**src/rtl/bp_cce_pkg.sv**
```systemverilog
// rtl/bp_cce_pkg.sv - CCE directory entry types, configurations and sizing helpers
package bp_cce_pkg;

  typedef enum logic [2:0] {
    e_COH_I = 3'd0,
    e_COH_S = 3'd1,
    e_COH_E = 3'd2,
    e_COH_F = 3'd3,
    e_COH_M = 3'd4,
    e_COH_O = 3'd5
  } bp_coh_states_e;

  typedef enum logic [1:0] {
    e_bp_inv_cfg  = 2'd0,
    e_bp_tiny_cfg = 2'd1
  } bp_params_e;

  localparam int dir_tag_width_gp = 20;

  // State sits in the LSBs so a packed row of these matches the RAM layout
  typedef struct packed {
    logic [dir_tag_width_gp-1:0] tag;
    bp_coh_states_e              state;
  } bp_cce_dir_entry_s;

  localparam logic [1:0] e_ready = 2'd0;
  localparam logic [1:0] e_read  = 2'd1;
  localparam logic [1:0] e_done  = 2'd2;

  function automatic int cfg_num_lce(bp_params_e p);
    return (p == e_bp_tiny_cfg) ? 2 : 4;
  endfunction

  function automatic int cfg_lce_assoc(bp_params_e p);
    return (p == e_bp_tiny_cfg) ? 2 : 8;
  endfunction

  function automatic int safe_clog2(int n);
    return (n > 1) ? $clog2(n) : 1;
  endfunction

  function automatic int dir_rows(int num_lce, int assoc, int per_row);
    return (num_lce * assoc) / per_row;
  endfunction

endpackage

```
**src/rtl/bp_cce_dir_row_cmp.sv**
```systemverilog
// rtl/bp_cce_dir_row_cmp.sv - combinational tag compare of one directory row with LCE/way decode
module bp_cce_dir_row_cmp
  import bp_cce_pkg::*;
  #(parameter int tag_width_p       = 20
   ,parameter int entries_per_row_p = 8
   ,parameter int lce_assoc_p       = 8
   ,parameter int lce_id_width_p    = 2
   ,parameter int lce_assoc_width_p = 3
   ,parameter int idx_width_p       = 5
   ,localparam int coh_width_lp     = $bits(bp_coh_states_e)
   ,localparam int entry_width_lp   = tag_width_p + coh_width_lp
  )
  (input  logic [entries_per_row_p*entry_width_lp-1:0]          row_i
  ,input  logic [tag_width_p-1:0]                               tag_i
  ,input  logic [idx_width_p-1:0]                               base_i
  ,output logic [entries_per_row_p-1:0]                         hit_o
  ,output logic [entries_per_row_p-1:0][lce_id_width_p-1:0]     lce_o
  ,output logic [entries_per_row_p-1:0][lce_assoc_width_p-1:0]  way_o
  );

  logic [entry_width_lp-1:0] entry;
  int idx;

  always_comb begin
    hit_o = '0;
    lce_o = '0;
    way_o = '0;
    entry = '0;
    idx   = 0;
    for (int j = 0; j < entries_per_row_p; j++) begin
      entry    = row_i[j*entry_width_lp +: entry_width_lp];
      hit_o[j] = (entry[entry_width_lp-1 -: tag_width_p] == tag_i)
                 && (entry[coh_width_lp-1:0] != e_COH_I);
      idx      = int'(base_i) + j;
      lce_o[j] = lce_id_width_p'(idx / lce_assoc_p);
      way_o[j] = lce_assoc_width_p'(idx % lce_assoc_p);
    end
  end

endmodule

```
**src/rtl/bp_cce_dir_sharers_gen.sv**
```systemverilog
// rtl/bp_cce_dir_sharers_gen.sv - directory way-group walker producing sharers vectors; option BP_CCE_DIR_MULTIHIT_CHECK_EN
module bp_cce_dir_sharers_gen
  import bp_cce_pkg::*;
  #(parameter bp_params_e bp_params_p = e_bp_inv_cfg
   ,parameter int tag_width_p       = 20
   ,parameter int wg_width_p        = 6
   ,parameter int entries_per_row_p = 8
   ,localparam int num_lce_p         = cfg_num_lce(bp_params_p)
   ,localparam int lce_assoc_p       = cfg_lce_assoc(bp_params_p)
   ,localparam int lce_assoc_width_p = safe_clog2(lce_assoc_p)
   ,localparam int lce_id_width_p    = safe_clog2(num_lce_p)
   ,localparam int coh_width_lp      = $bits(bp_coh_states_e)
   ,localparam int entry_width_lp    = tag_width_p + coh_width_lp
   ,localparam int rows_lp           = dir_rows(num_lce_p, lce_assoc_p, entries_per_row_p)
   ,localparam int row_width_lp      = safe_clog2(rows_lp)
   ,localparam int idx_width_lp      = safe_clog2(num_lce_p * lce_assoc_p)
  )
  (input  logic                                              clk_i
  ,input  logic                                              reset_i
  ,input  logic                                              rd_v_i
  ,output logic                                              rd_ready_o
  ,input  logic [wg_width_p-1:0]                             wg_i
  ,input  logic [tag_width_p-1:0]                            tag_i
  ,input  logic [lce_id_width_p-1:0]                         lru_lce_i
  ,input  logic [lce_assoc_width_p-1:0]                      lru_way_i
  ,output logic                                              ram_v_o
  ,output logic [wg_width_p+row_width_lp-1:0]                ram_addr_o
  ,input  logic [entries_per_row_p*entry_width_lp-1:0]       ram_data_i
  ,output logic                                              sharers_v_o
  ,output logic [num_lce_p-1:0]                              sharers_hits_o
  ,output logic [num_lce_p-1:0][lce_assoc_width_p-1:0]       sharers_ways_o
  ,output logic [num_lce_p-1:0][coh_width_lp-1:0]            sharers_coh_states_o
  ,output bp_coh_states_e                                    lru_coh_state_o
  ,output logic [tag_width_p-1:0]                            lru_tag_o
  ,output logic                                              multihit_o
  );

  logic [1:0]                    state_r, state_n;
  logic [row_width_lp-1:0]       row_r, rd_row_r;
  logic                          rd_v_r;
  logic [wg_width_p-1:0]         wg_r;
  logic [tag_width_p-1:0]        tag_r;
  logic [lce_id_width_p-1:0]     lru_lce_r;
  logic [lce_assoc_width_p-1:0]  lru_way_r;
  logic                          accept, last_issue;

  assign rd_ready_o = (state_r == e_ready);
  assign ram_v_o    = (state_r == e_read);
  assign ram_addr_o = {wg_r, row_r};
  assign accept     = rd_ready_o & rd_v_i;
  assign last_issue = (row_r == row_width_lp'(rows_lp - 1));

  // e_done covers the cycle in which the final row's data is folded in
  always_comb begin
    state_n = state_r;
    case (state_r)
      e_ready: if (rd_v_i)     state_n = e_read;
      e_read:  if (last_issue) state_n = e_done;
      e_done:                  state_n = e_ready;
      default:                 state_n = e_ready;
    endcase
  end

  always_ff @(posedge clk_i or posedge reset_i) begin
    if (reset_i) begin
      state_r     <= e_ready;
      row_r       <= '0;
      rd_row_r    <= '0;
      rd_v_r      <= 1'b0;
      wg_r        <= '0;
      tag_r       <= '0;
      lru_lce_r   <= '0;
      lru_way_r   <= '0;
      sharers_v_o <= 1'b0;
    end else begin
      state_r     <= state_n;
      rd_v_r      <= ram_v_o;
      rd_row_r    <= row_r;
      sharers_v_o <= (state_r == e_done);
      if (accept) begin
        wg_r      <= wg_i;
        tag_r     <= tag_i;
        lru_lce_r <= lru_lce_i;
        lru_way_r <= lru_way_i;
        row_r     <= '0;
      end else if (ram_v_o) begin
        row_r     <= row_r + row_width_lp'(1);
      end
    end
  end

  logic [entries_per_row_p-1:0]                         row_hit;
  logic [entries_per_row_p-1:0][lce_id_width_p-1:0]     row_lce;
  logic [entries_per_row_p-1:0][lce_assoc_width_p-1:0]  row_way;
  logic [idx_width_lp-1:0]                              row_base;

  assign row_base = idx_width_lp'(32'(rd_row_r) * entries_per_row_p);

  bp_cce_dir_row_cmp
    #(.tag_width_p(tag_width_p)
     ,.entries_per_row_p(entries_per_row_p)
     ,.lce_assoc_p(lce_assoc_p)
     ,.lce_id_width_p(lce_id_width_p)
     ,.lce_assoc_width_p(lce_assoc_width_p)
     ,.idx_width_p(idx_width_lp))
    row_cmp
    (.row_i(ram_data_i)
    ,.tag_i(tag_r)
    ,.base_i(row_base)
    ,.hit_o(row_hit)
    ,.lce_o(row_lce)
    ,.way_o(row_way)
    );

  logic [num_lce_p-1:0]                         hits_n;
  logic [num_lce_p-1:0][lce_assoc_width_p-1:0]  ways_n;
  logic [num_lce_p-1:0][coh_width_lp-1:0]       states_n;
  bp_coh_states_e                               lru_state_n;
  logic [tag_width_p-1:0]                       lru_tag_n;
  logic [entry_width_lp-1:0]                    entry;
`ifdef BP_CCE_DIR_MULTIHIT_CHECK_EN
  logic                                         multihit_n;
`endif

  // Entries are walked in ascending way order, so the first hit claims the LCE
  always_comb begin
    hits_n      = sharers_hits_o;
    ways_n      = sharers_ways_o;
    states_n    = sharers_coh_states_o;
    lru_state_n = lru_coh_state_o;
    lru_tag_n   = lru_tag_o;
    entry       = '0;
`ifdef BP_CCE_DIR_MULTIHIT_CHECK_EN
    multihit_n  = 1'b0;
`endif
    if (rd_v_r) begin
      for (int j = 0; j < entries_per_row_p; j++) begin
        entry = ram_data_i[j*entry_width_lp +: entry_width_lp];
        if (row_hit[j] && !hits_n[row_lce[j]]) begin
          hits_n[row_lce[j]]   = 1'b1;
          ways_n[row_lce[j]]   = row_way[j];
          states_n[row_lce[j]] = entry[coh_width_lp-1:0];
        end
`ifdef BP_CCE_DIR_MULTIHIT_CHECK_EN
        else if (row_hit[j]) begin
          multihit_n = 1'b1;
        end
`endif
        if (row_lce[j] == lru_lce_r && row_way[j] == lru_way_r) begin
          lru_state_n = bp_coh_states_e'(entry[coh_width_lp-1:0]);
          lru_tag_n   = entry[entry_width_lp-1 -: tag_width_p];
        end
      end
    end
  end

  always_ff @(posedge clk_i or posedge reset_i) begin
    if (reset_i) begin
      sharers_hits_o       <= '0;
      sharers_ways_o       <= '0;
      sharers_coh_states_o <= '0;
      lru_coh_state_o      <= e_COH_I;
      lru_tag_o            <= '0;
    end else if (accept) begin
      sharers_hits_o       <= '0;
      sharers_ways_o       <= '0;
      sharers_coh_states_o <= '0;
      lru_coh_state_o      <= e_COH_I;
      lru_tag_o            <= '0;
    end else if (rd_v_r) begin
      sharers_hits_o       <= hits_n;
      sharers_ways_o       <= ways_n;
      sharers_coh_states_o <= states_n;
      lru_coh_state_o      <= lru_state_n;
      lru_tag_o            <= lru_tag_n;
    end
  end

`ifdef BP_CCE_DIR_MULTIHIT_CHECK_EN
  logic multihit_r;

  always_ff @(posedge clk_i or posedge reset_i) begin
    if (reset_i)     multihit_r <= 1'b0;
    else if (accept) multihit_r <= 1'b0;
    else if (rd_v_r) multihit_r <= multihit_r | multihit_n;
  end

  assign multihit_o = multihit_r;

`ifndef SYNTHESIS
  always @(posedge clk_i) begin
    if (!reset_i && sharers_v_o && multihit_r)
      $error("bp_cce_dir_sharers_gen: multiple ways hit within one LCE");
  end
`endif
`else
  assign multihit_o = 1'b0;
`endif

endmodule

```
**config.mk**
```make
export PLATFORM = sky130hd
export DESIGN_NAME = bp_cce_dir_sharers_gen
export DESIGN_NICKNAME = d
export VERILOG_FILES = /design/src/rtl/bp_cce_pkg.sv /design/src/rtl/bp_cce_dir_row_cmp.sv /design/src/rtl/bp_cce_dir_sharers_gen.sv
export SDC_FILE = /design/constraint.sdc
export NUM_CORES = 1
export LEC_CHECK = 0
export ABC_AREA = 1
export CORE_MARGIN = 3
export CORE_UTILIZATION = 52
export DETAILED_ROUTE_END_ITERATION = 10
export PLACE_DENSITY_LB_ADDON = 0.08
export SYNTH_ARGS = -nofsm -noshare
export SYNTH_HDL_FRONTEND = slang
export SYNTH_HIERARCHICAL = 1
export SYNTH_SLANG_ARGS = --single-unit
```
**constraint.sdc**
```tcl
create_clock -name clk_i -period 5.7 [get_ports clk_i]
set_input_delay 0.57 -clock clk_i [delete_from_list [all_inputs] [get_ports clk_i]]
set_output_delay 0.57 -clock clk_i [all_outputs]
set_load 0.02 [all_outputs]
```
==> flow_summary.ini <==
[yosys]
synth_ff_type = dfrtp_1
synth_cells = 1989
ys_top_cells_by_count = nand2_1, inv_1, nor2_1, o21ai_0, nand3_1
yosysWarnings = 6
synth_top_cell_area_share_pct = 23.0
yosys-top-cells-area = nand2_1, dfrtp_1, inv_1
yosys.cell_count.top_type = nand2_1
syn_area_per_cell_sq_um = 5.93
synth_top_cell_by_area = nand2_1
synth-edff-count = 0
synth_cell_types = 51
ys_ff_latch = 90
seq_area_frac_synth_pct = 19.1
synthesis.area_sq_um = 11800
async_flop_share_pct = 100

[final_layout]
syn_to_final_growth_pct = 29.8
stdcell_count = 2543
fillCellCount = 1955
nNetsFinal = 2483
drive_above_1_share_pct = 9.07
postLayoutCellArea_sq_um = 15300

[setup_path]
endpoint_kind = flip-flop
critPathSlowestCell = clkdlybuf4s50_1
cpPeakStageDelay_ps = 570
startpoint_type = primary input
r2r_cells = 39
timing.critical_path.mode_cell = nand2_1
path_max_fanout = 7
path_class = primary input to flip-flop
cp_data_required_time_ps = 5950
crit_arrival_ps = 5450

[power]
leakage_nw = 7.85
netSwitchingFraction_pct = 54.1
power.density_nw_per_um2 = 390
ir_drop_mv = 0.280
p_switching_w = 0.00323
intPower_w = 0.00274
clock_power_share_pct = 11.5
combPwrFrac_pct = 69.4
seqPwrFrac_pct = 19.1

[placed_design]
io_buffers = 279
place_area_sq_um = 15000
routabilityCongestion = 1.03
place_inst = 2524
dpl_worst_slack_ps = 273
hpwl_mm = 42.5

[timing]
tns_ps = 0
maxSlewHeadroom_pct = 35.7
finalCriticalPeriod_ps = 5200
drv_slew = 0
max_freq_mhz = 192
worst_pin_slew_ps = 963
setup_slack_ps = 502
hold_viol_final = 0
clock_skew_ps = 15.1
rsz0062_at_grt = false
finalCritPeriodShare_pct = 91.2
timing.hold.ws_ps = 481
setup_viol = 0

[grt]
antenna_found_initial = 8
grt_max_degree = 55
grt_pass1_wl_mm = 79.9
track_usage_pct = 42.0
grt_overflow_total = 0
grt_pass1_vias = 14300

[floorplan]
die_area_sq_um = 24500
coreArea_sq_um = 22100
start_util_pct = 53.4
num_io_pins = 281
fp.dieW_um = 157
die_h_um = 157
num_rows = 54

[routing]
dr.pass1.iters = 9
num_vias = 15100
wl_per_cell_um = 20.9
drtIter0Drc = 1881
wirelength_mm = 53.2
vias_per_cell = 5.92
antenna_left = 0
drc = 0

[worst_hold_path]
min_path_cells = 0
min_path_type = flip-flop to flip-flop

[status]
status = finished, final reports clean

[clock_network]
clkTransAtPathRegs_ps = 80
cts_buffers = 9
clk_path_buf_depth = 2
cts_tree = yes
clock-sinks = 90
root_buffer = clkbuf_16
htree_levels = 3
clock_latency_ps = 360

[job]
drv_cap = 0
registers in the layout (all words and copies together) (netlist names), 3 cells and up:
register / flops
lru_coh_state_o: 3
lru_tag_o: 20
lru_way_r: 3
sharers_coh_states_o: 12
sharers_hits_o: 4
sharers_ways_o: 12
tag_r: 20
wg_r: 6
final timing paths:
path                                     start                       to  slack, ps
worst max-delay path            ram_data_i[15]  sharers_coh_states_o[4]        500
worst min-delay path                  row_r[0]              rd_row_r[0]        480
worst max register to register       tag_r[19]  sharers_coh_states_o[4]        530
worst min register to register        row_r[0]              rd_row_r[0]        480
max in group asynchronous              reset_i                tag_r[12]       3820
min in group asynchronous              reset_i                  wg_r[0]        630
layout make-up:
type                       count  area (sq um)  area share, %
clock buffer                   9           225           1.47
tap                          280           350           2.29
clock inverter                 7          98.8          0.645
inverter                     255           966           6.30
sequential                    90          2250           14.7
multi-input combinational   1556          8120           53.0
timing repair buffer         343          3300           21.5
antenna                        3          7.51         0.0490
cells in the final DEF (no fill, tap or decap), drive strengths merged:
| cell type | n |
|---|---|
| a211oi | 12 |
| a21boi | 7 |
| a21oi | 21 |
| a221oi | 11 |
| a22o | 1 |
| a31oi | 5 |
| a32o | 23 |
| and2 | 1 |
| buf | 64 |
| bufinv | 2 |
| clkbuf | 9 |
| clkdlybuf4s50 | 279 |
| clkinv | 5 |
| clkinvlp | 1 |
| conb | 29 |
| dfrtp | 90 |
| diode | 3 |
| ha | 10 |
| inv | 254 |
| mux2 | 19 |
| mux2i | 20 |
| nand2 | 730 |
| nand3 | 131 |
| nand4 | 17 |
| nor2 | 165 |
| nor3 | 1 |
| nor4b | 1 |
| o211ai | 103 |
| o21ai | 135 |
| o221ai | 1 |
| o22ai | 17 |
| o41ai | 2 |
| or2 | 20 |
| or4 | 1 |
| xnor2 | 15 |
| xor2 | 58 |
layer usage:
metal	share of wire [%]	global-route usage [%]
met1	34	46.2
met4	7.7	26.6
met5	0.15	0
met3	10	10.1
met2	48	72.7
cell families (layout without fill, tap and decap cells):
kind of cell               Yosys count  in the layout  synth area share [%]
muxes                               39             39                  3.51
other                                1             32                0.0318
AOI/OAI and AO/OA                  338            338                  19.3
adders and majority gates           10             10                  1.06
DFF                                 90             90                  19.1
buffers and inverters              371            614                  13.2
xor gates and xnor gates            73             73                  5.42
and+or+nand+nor                   1067           1067                  38.3
power groups by stage:
stage | logic [W] | clock network [W] | registers [W]
CTS | 0.00402 | 0.000688 | 0.00112
global route | 0.00445 | 0.000718 | 0.00116
floorplan | 0.00270 | 0 | 0.00110
global placement | 0.00391 | 0 | 0.00112
detailed placement | 0.00399 | 0 | 0.00113
finish | 0.00415 | 0.000689 | 0.00114
metrics by stage:
stage	util (%)	power, W
after floorplan	-	0.00380
after global placement	67.8	0.00503
after detailed placement	67.8	0.00512
after CTS	69.3	0.00583
after global routing	69.3	0.00633
final	69.3	0.00598
critical path: cells and delay by family:
kind / cells / cell delay, ps
and+or+nand+nor: 27 / 2690
buffers and inverters: 7 / 1180
AOI/OAI and AO/OA: 6 / 1010
what timing repair did:
action,CTS,global route
setup buffers,0,0
hold buffers,0,0
endpoints found under the setup margin,0,20
gates resized for setup,0,2
(Power assumes the default switching activity.)
